**config.mk**
```make
export PLATFORM = sky130hd
export DESIGN_NAME = mosaic_scan_gen
export DESIGN_NICKNAME = d
export VERILOG_FILES = /design/src/rtl/mosaic_pkg.sv /design/src/rtl/mosaic_scan_gen_tile_raster_counter.sv /design/src/rtl/mosaic_scan_gen.sv
export SDC_FILE = /design/constraint.sdc
export NUM_CORES = 1
export LEC_CHECK = 0
export CAP_MARGIN = 25
export CORE_UTILIZATION = 59
export DETAILED_ROUTE_END_ITERATION = 8
export GPL_TIMING_DRIVEN = 0
export PLACE_DENSITY_LB_ADDON = 0.12
export SKIP_LAST_GASP = 1
export SYNTH_ARGS = -nofsm -noshare
export SYNTH_HDL_FRONTEND = slang
export SYNTH_SLANG_ARGS = --single-unit
```
**constraint.sdc**
```tcl
create_clock -name clk -period 3.2 [get_ports clk]
set_input_delay 0.64 -clock clk [delete_from_list [all_inputs] [get_ports clk]]
set_output_delay 0.64 -clock clk [all_outputs]
set_load 0.01 [all_outputs]
```
**src/rtl/mosaic_pkg.sv**
```systemverilog
// Shared types, default geometry and width helpers for the mosaic scan generator.
package mosaic_pkg;

  localparam int DEF_IMG_W      = 640;
  localparam int DEF_IMG_H      = 480;
  localparam int TILES_X        = 4;
  localparam int TILES_Y        = 4;
  localparam int DEF_TILE_W     = DEF_IMG_W / TILES_X;
  localparam int DEF_TILE_H     = DEF_IMG_H / TILES_Y;
  localparam int DEF_PIPE_DEPTH = 4;

  // Coordinate fields are wide enough for any practical mosaic dimension.
  localparam int COORD_W = 16;

  // Bit width needed to hold 0..n-1, never narrower than one bit so that
  // degenerate geometries (a single tile, depth 1) still give legal vectors.
  function automatic int width_of(input int n);
    return (n > 1) ? $clog2(n) : 1;
  endfunction

  localparam int ADDR_W = width_of(DEF_IMG_W * DEF_IMG_H);

  typedef enum logic [1:0] {
    SCAN,
    DRAIN,
    FINISHED
  } scan_state_t;

  // Generic two-level position: col is the fast index, row the slow one.
  typedef struct packed {
    logic [COORD_W-1:0] col;
    logic [COORD_W-1:0] row;
  } tile_coord_t;

endpackage

```
**src/rtl/mosaic_scan_gen_tile_raster_counter.sv**
```systemverilog
// Two-level wrap counter: inner index runs 0..INNER_N-1, and each inner wrap
// steps the outer index 0..OUTER_N-1. wrap flags the advance that rolls both.
module tile_raster_counter
  import mosaic_pkg::*;
#(
  parameter int INNER_N = 2,
  parameter int OUTER_N = 2
) (
  input  logic        clk,
  input  logic        reset,
  input  logic        advance,
  output tile_coord_t pos,
  output logic        wrap
);

  localparam logic [COORD_W-1:0] INNER_LAST = COORD_W'(INNER_N - 1);
  localparam logic [COORD_W-1:0] OUTER_LAST = COORD_W'(OUTER_N - 1);

  logic [COORD_W-1:0] inner_q, inner_d;
  logic [COORD_W-1:0] outer_q, outer_d;
  logic               inner_end, outer_end;

  // Next-position logic: step inner, carry into outer, roll both at the end.
  always_comb begin
    inner_end = (inner_q == INNER_LAST);
    outer_end = (outer_q == OUTER_LAST);
    wrap      = advance && inner_end && outer_end;
    inner_d   = inner_q;
    outer_d   = outer_q;
    if (advance) begin
      if (inner_end) begin
        inner_d = '0;
        outer_d = outer_end ? '0 : outer_q + 1'b1;
      end else begin
        inner_d = inner_q + 1'b1;
      end
    end
  end

  // Position registers, cleared to the first element on reset.
  always_ff @(posedge clk) begin
    if (reset) begin
      inner_q <= '0;
      outer_q <= '0;
    end else begin
      inner_q <= inner_d;
      outer_q <= outer_d;
    end
  end

  assign pos = '{col: inner_q, row: outer_q};

endmodule

```
**src/rtl/mosaic_scan_gen.sv**
```systemverilog
// Source-side scan sequencer: walks the mosaic tile by tile emitting one
// coordinate/address beat per handshake, then drains the pipeline and pulses done.
module mosaic_scan_gen
  import mosaic_pkg::*;
#(
  parameter int IMG_W      = DEF_IMG_W,
  parameter int IMG_H      = DEF_IMG_H,
  parameter int TILE_W     = DEF_TILE_W,
  parameter int TILE_H     = DEF_TILE_H,
  parameter int PIPE_DEPTH = DEF_PIPE_DEPTH
) (
  input  logic                                                  clk,
  input  logic                                                  reset,
  input  logic                                                  en,
  input  logic                                                  out_ready,
  output logic                                                  out_valid,
  output logic [width_of(IMG_W)-1:0]                            x,
  output logic [width_of(IMG_H)-1:0]                            y,
  output logic [width_of(IMG_W*IMG_H)-1:0]                      addr,
  output logic [width_of((IMG_W/TILE_W)*(IMG_H/TILE_H))-1:0]    tile_idx,
  output logic                                                  last,
  output logic                                                  done
);

  localparam int NTX = IMG_W / TILE_W;
  localparam int NTY = IMG_H / TILE_H;
  localparam int XW  = width_of(IMG_W);
  localparam int YW  = width_of(IMG_H);
  localparam int AW  = width_of(IMG_W * IMG_H);
  localparam int TW  = width_of(NTX * NTY);
  localparam int DW  = width_of(PIPE_DEPTH);

  localparam logic [COORD_W-1:0] LX_LAST = COORD_W'(TILE_W - 1);
  localparam logic [COORD_W-1:0] LY_LAST = COORD_W'(TILE_H - 1);
  localparam logic [COORD_W-1:0] TX_LAST = COORD_W'(NTX - 1);
  localparam logic [COORD_W-1:0] TY_LAST = COORD_W'(NTY - 1);

  // Constant deltas for stepping x/y/addr without any multiply:
  // end of a tile row jumps back to the tile's left edge one row down,
  // end of a tile (not last in its row) jumps to the top of the next tile.
  localparam logic [XW-1:0] X_ROW_BACK     = XW'(TILE_W - 1);
  localparam logic [YW-1:0] Y_TILE_BACK    = YW'(TILE_H - 1);
  localparam logic [AW-1:0] ADDR_ROW_STEP  = AW'(IMG_W - TILE_W + 1);
  localparam logic [AW-1:0] ADDR_TILE_STEP = AW'(1 - (TILE_H - 1) * IMG_W);
  localparam logic [DW-1:0] DRAIN_LOAD     = DW'(PIPE_DEPTH - 1);

  scan_state_t   state_q, state_d;
  logic [XW-1:0] x_q, x_d;
  logic [YW-1:0] y_q, y_d;
  logic [AW-1:0] addr_q, addr_d;
  logic [TW-1:0] tile_idx_q, tile_idx_d;
  logic [DW-1:0] drain_cnt_q, drain_cnt_d;
  logic          done_q, done_d;

  tile_coord_t   pix_pos, tile_pos;
  logic          pix_wrap, frame_wrap, handshake;

  assign out_valid = (state_q == SCAN) && en;
  assign handshake = out_valid && out_ready;

  tile_raster_counter #(.INNER_N(TILE_W), .OUTER_N(TILE_H)) u_pixel (
    .clk     (clk),
    .reset   (reset),
    .advance (handshake),
    .pos     (pix_pos),
    .wrap    (pix_wrap)
  );

  tile_raster_counter #(.INNER_N(NTX), .OUTER_N(NTY)) u_tile (
    .clk     (clk),
    .reset   (reset),
    .advance (pix_wrap),
    .pos     (tile_pos),
    .wrap    (frame_wrap)
  );

  // Next-state, beat-advance and drain logic for the whole sequencer.
  always_comb begin
    state_d     = state_q;
    x_d         = x_q;
    y_d         = y_q;
    addr_d      = addr_q;
    tile_idx_d  = tile_idx_q;
    drain_cnt_d = drain_cnt_q;
    done_d      = 1'b0;

    if (handshake) begin
      if (frame_wrap) begin
        x_d        = '0;
        y_d        = '0;
        addr_d     = '0;
        tile_idx_d = '0;
      end else if (pix_wrap) begin
        tile_idx_d = tile_idx_q + 1'b1;
        if (tile_pos.col == TX_LAST) begin
          x_d    = '0;
          y_d    = y_q + 1'b1;
          addr_d = addr_q + 1'b1;
        end else begin
          x_d    = x_q + 1'b1;
          y_d    = y_q - Y_TILE_BACK;
          addr_d = addr_q + ADDR_TILE_STEP;
        end
      end else if (pix_pos.col == LX_LAST) begin
        x_d    = x_q - X_ROW_BACK;
        y_d    = y_q + 1'b1;
        addr_d = addr_q + ADDR_ROW_STEP;
      end else begin
        x_d    = x_q + 1'b1;
        addr_d = addr_q + 1'b1;
      end
    end

    case (state_q)
      SCAN: begin
        if (frame_wrap) begin
          state_d     = DRAIN;
          drain_cnt_d = DRAIN_LOAD;
          done_d      = (PIPE_DEPTH == 1);
        end
      end
      DRAIN: begin
        if (drain_cnt_q == '0) begin
          state_d = FINISHED;
        end else begin
          drain_cnt_d = drain_cnt_q - 1'b1;
        end
        done_d = (drain_cnt_q == DW'(1));
      end
      FINISHED: state_d = FINISHED;
      default:  state_d = SCAN;
    endcase
  end

  // State and output registers; reset always restarts at beat 0 of SCAN.
  always_ff @(posedge clk) begin
    if (reset) begin
      state_q     <= SCAN;
      x_q         <= '0;
      y_q         <= '0;
      addr_q      <= '0;
      tile_idx_q  <= '0;
      drain_cnt_q <= '0;
      done_q      <= 1'b0;
    end else begin
      state_q     <= state_d;
      x_q         <= x_d;
      y_q         <= y_d;
      addr_q      <= addr_d;
      tile_idx_q  <= tile_idx_d;
      drain_cnt_q <= drain_cnt_d;
      done_q      <= done_d;
    end
  end

  assign x        = x_q;
  assign y        = y_q;
  assign addr     = addr_q;
  assign tile_idx = tile_idx_q;
  assign done     = done_q;
  assign last     = (state_q == SCAN) &&
                    (pix_pos.col == LX_LAST) && (pix_pos.row == LY_LAST) &&
                    (tile_pos.col == TX_LAST) && (tile_pos.row == TY_LAST);

endmodule

```
==> reports/summary.log, run 1 <==
[run_status] run status finished, final reports clean
[critical_path] origin of the critical flop-to-flop path u_tile.inner_q[0]
[route] mean routed wirelength per cell 17.0 µm
[critical_path] signal arrival time at the worst endpoint 2.53 ns
[timing] final worst clock skew 0.00785 ns
[yosys] cell types with the largest area share after synthesis dfxtp_1, nor2_1, xor2_1
[die] Die ar. 11100 µm²
[die] Die Wd 105 µm
[yosys] total nets after synthesis 814
[timing] final period demand of the worst path 3.17 ns
[global_route] via count of the first global-routing pass 5847
[hold_path] Worst Hold Endpoint addr[18]
[die] number of rows in the core area 37
[critical_path] CP Data Required Time 2.56 ns
[route] final routed DRC violation total 0
[timing] setup violators final 0
[cts] # clock sinks 111
[timing] Max Fclk 316 MHz
[timing] share of the clock period used by the worst path 99.0%
[cts] number of H-tree levels 3
[die] Initial Utilization 61.0%
[route] Detailed Route Iter0 Violations 435
[cts] clock-pin slew on the worst setup and hold paths 0.10 ns
[yosys] number of synthesized flops with an enable pin 0
[yosys] Post-Syn Area per Cell 7.90 µm²
[yosys] count of yosys warnings during synthesis 0
[critical_path] setup slack, reg-to-reg 0.15 ns
[timing] Slew Limit Headroom 37.6%
[global_route] met2 Track Usage GR 52.6%
[critical_path] Slowest Stage Delay on Critical Path 0.54 ns
[global_route] pin count of the biggest net entering global routing 20
[route] via count 6277
[global_route] global-route met3 utilization 4.95%
[hold_path] Min-Delay Path Depth 1
[global_route] first-pass GRT wire length 28400 µm
[cts] CTS tree yes
[final_layout] fraction of final layout cells with drive strength greater than 1 7.74%
[yosys] Distinct cells, synth 75
[yosys] share of async-settable or async-resettable flops after synthesis 0%
[critical_path] WS Path Type flip-flop to output pin
[critical_path] category of the worst setup path launch point flip-flop
[route] number of iterations in the first detailed-routing pass 5
[timing] unrepaired setup endpoints after global routing true
[yosys] sequential-to-total area share from yosys stat 35.3%
[yosys] number of cells produced by synthesis 797
[die] core box area 10300 µm²
[route] total wirelength of the detailed-routed design 17000 µm
[global_route] antenna violations before repair 0
[route] number of nets with antenna violations after detailed routing 0
[die] y dimension of the die 105 µm
[yosys] dominant cell type by area after synthesis dfxtp_1
[cts] buffer levels on the longest clock path 2
[die] IO Pins 49
[yosys] Yosys top cell area share 35.3%
[final_layout] area grow syn2layout 15.3%
[placed_design] routability congestion estimate from global placement 0.950
[cts] Num CTS Buffers 9
[final_layout] final antenna diode count 0
[critical_path] cell type of the slowest stage on the worst timing path or4_4
[pwr] Peak supply drop 0.282 mV
[route] Vias/cell 6.26
[final_layout] Total Nets Final 878
[placed_design] dpl cells 981
[placed_design] IO buf count 48
[global_route] All-Layer GR Usage 31.8%
[cts] root buffer selected by CTS clkbuf_8
[critical_path] most frequent cell on the critical path or4_4
[final_layout] post-layout instance count excluding filler cells 1002
[global_route] grt peak-use layer met2
[timing] WHS 0.468 ns
[timing] hold violation count in the final report 0
[yosys] flop and latch count out of synthesis 111
[timing] actual transition at the worst max-transition pin 0.928 ns
[timing] Pins Over Slew Limit 0
[critical_path] worst reg2reg path endpoint u_tile.outer_q[13]
[yosys] area of the mapped netlist 6300 µm²
[cts] number of hold-repair buffers added at the cts stage 0
[job] Max-cap violations 0
[critical_path] CP Max Fanout 3
[hold_path] class of the worst hold path flip-flop to flip-flop
[cts] clock latency on the worst-skew pair 0.38 ns
[critical_path] chain of cells forming the critical path or4_4 > or3_1 > or4_4 > nor4_4 > buf_2
[pwr] reported leakage power 2.48 nW
[pwr] power density normalized to cell area 337 nW/µm²
[critical_path] path depth of the worst reg2reg path 10
[placed_design] Post-DP HPWL 12200 µm
[yosys] most instantiated flip-flop cell in the synthesis netlist dfxtp_1
[hold_path] worst hold start addr[18]
[global_route] met1 track demand over resource 42.1%
[global_route] total congestion overflow after global routing 0
[critical_path] endpoint kind of the worst setup timing path output pin
-- synthesized netlist by cell type, types with 3 or more instances --
cell / count
a211oi_1: 3
a21o_1: 4
a21oi_1: 48
a22o_1: 3
a31oi_1: 8
and2_1: 6
and3_1: 15
and4_1: 8
buf_1: 3
buf_2: 10
clkbuf_1: 30
dfxtp_1: 111
ha_1: 13
inv_1: 17
mux2i_1: 6
nand2_1: 70
nand3_1: 39
nand4_1: 21
nor2_1: 115
nor3_1: 15
nor3b_1: 4
nor4_1: 11
nor4_2: 3
nor4b_1: 5
o211ai_1: 6
o21ai_0: 50
o21ai_1: 8
o22ai_1: 5
o31ai_1: 13
or2_2: 4
or3_1: 17
or4_1: 5
xnor2_1: 29
xor2_1: 39
-- worst max-delay path, delay by kind of cell, from the launching register on --
kind / cells / cell delay, ns
AND/OR/NAND/NOR: 4 / 1.63
flip-flops: 1 / 0.35
buffers and inverters: 1 / 0.18
-- sequential cells by signal (all words and copies together) (netlist names) --
name and count:
addr 19, u_pixel.inner_q 16, u_pixel.outer_q 16, u_tile.inner_q 16
u_tile.outer_q 16, x 10, y 9, tile_idx 4
drain_cnt_q 2, state_q 2, done 1
-- worst max path at each step --
stage,start,to,cells past startpoint
finish,u_tile.outer_q[14],last,5
global route,u_tile.outer_q[14],last,5
CTS,u_tile.outer_q[14],last,5
detailed placement,u_tile.inner_q[0],last,6
global placement,u_tile.inner_q[0],last,6
floorplan,u_tile.outer_q[14],last,4
-- placed cells by master (no fill, tap or decap), types with 11 or more instances in the layout --
| cell | Yosys | final |
|---|---|---|
| nor2_1 | 115 | 115 |
| dfxtp_1 | 111 | 110 |
| nand2_1 | 70 | 70 |
| o21ai_0 | 50 | 50 |
| a21oi_1 | 48 | 48 |
| clkdlybuf4s50_1 | 0 | 47 |
| nand3_1 | 39 | 39 |
| xor2_1 | 39 | 39 |
| clkbuf_1 | 30 | 29 |
| xnor2_1 | 29 | 29 |
| nand4_1 | 21 | 21 |
| inv_1 | 17 | 17 |
| or3_1 | 17 | 17 |
| and3_1 | 15 | 15 |
| nor3_1 | 15 | 15 |
| o31ai_1 | 13 | 13 |
| ha_1 | 13 | 13 |
| buf_2 | 10 | 11 |
-- report_power, final --
part / internal, mW / switching (mW)
registers: 1.39 / 0.00711
logic: 0.0329 / 0.0684
clock network: 0.454 / 0.503
total: 1.87 / 0.578
-- logic make-up after synthesis --
family                     share of synthesized area, %
AOI/OAI and AO/OA                                  17.6
muxes                                              1.13
buffers and inverters                              4.19
DFF                                                35.3
and+or+nand+nor                                    29.4
xor gates and xnor gates                           9.46
adders and majority gates                          2.90
-- repair_timing --
action,4_1_cts,5_1_grt
pin swaps,1,2
buffers inserted,1,4
gates resized for setup,7,8
setup endpoints to repair,1,46
-- area by class of cell --
type                            instances  area (µm²)
Multi-Input combinational cell        623        3860
Fill cell                             835        3060
Sequential cell                       111        2220
Timing Repair Buffer                   53         513
Buffer                                 46         201
Tap cell                              136         170
Clock buffer                            9         124
Clock inverter                          7         105
Inverter                               17        63.8
-- layer usage --
metal	share of wire (%)	vias up
met5	0	-
met4	1.7	0
met3	7.5	29
met2	47	272
met1	44	2987
li1	-	2989
-- metrics by stage --
stage	power [mW]	utilization, %	TNS (ns)	setup WS [ns]	instance area [µm²]
after detailed placement	1.52	67.3	-0.279	-0.214	6950
after global placement	1.52	67.3	-0.250	-0.218	6950
after global routing	2.53	70.3	-0.0695	-0.0565	7260
after CTS	2.46	69.7	0	0.0100	7200
after floorplan	1.48	-	0	0.515	6300
final	2.45	70.3	0	0.0329	7260
(Power assumes the default switching activity.)
==> run 2, diff against run 1 <==
CTS_CLUSTER_SIZE = 16   (was default)
==> results of run 2 <==
No change in the layout: final DEF, timing and power equal those of run 1.
==> run 3, diff against run 2 <==
CTS_CLUSTER_SIZE = 14   (was 16)
==> results of run 3 <==
No change in the layout: final DEF, timing and power equal those of run 1.
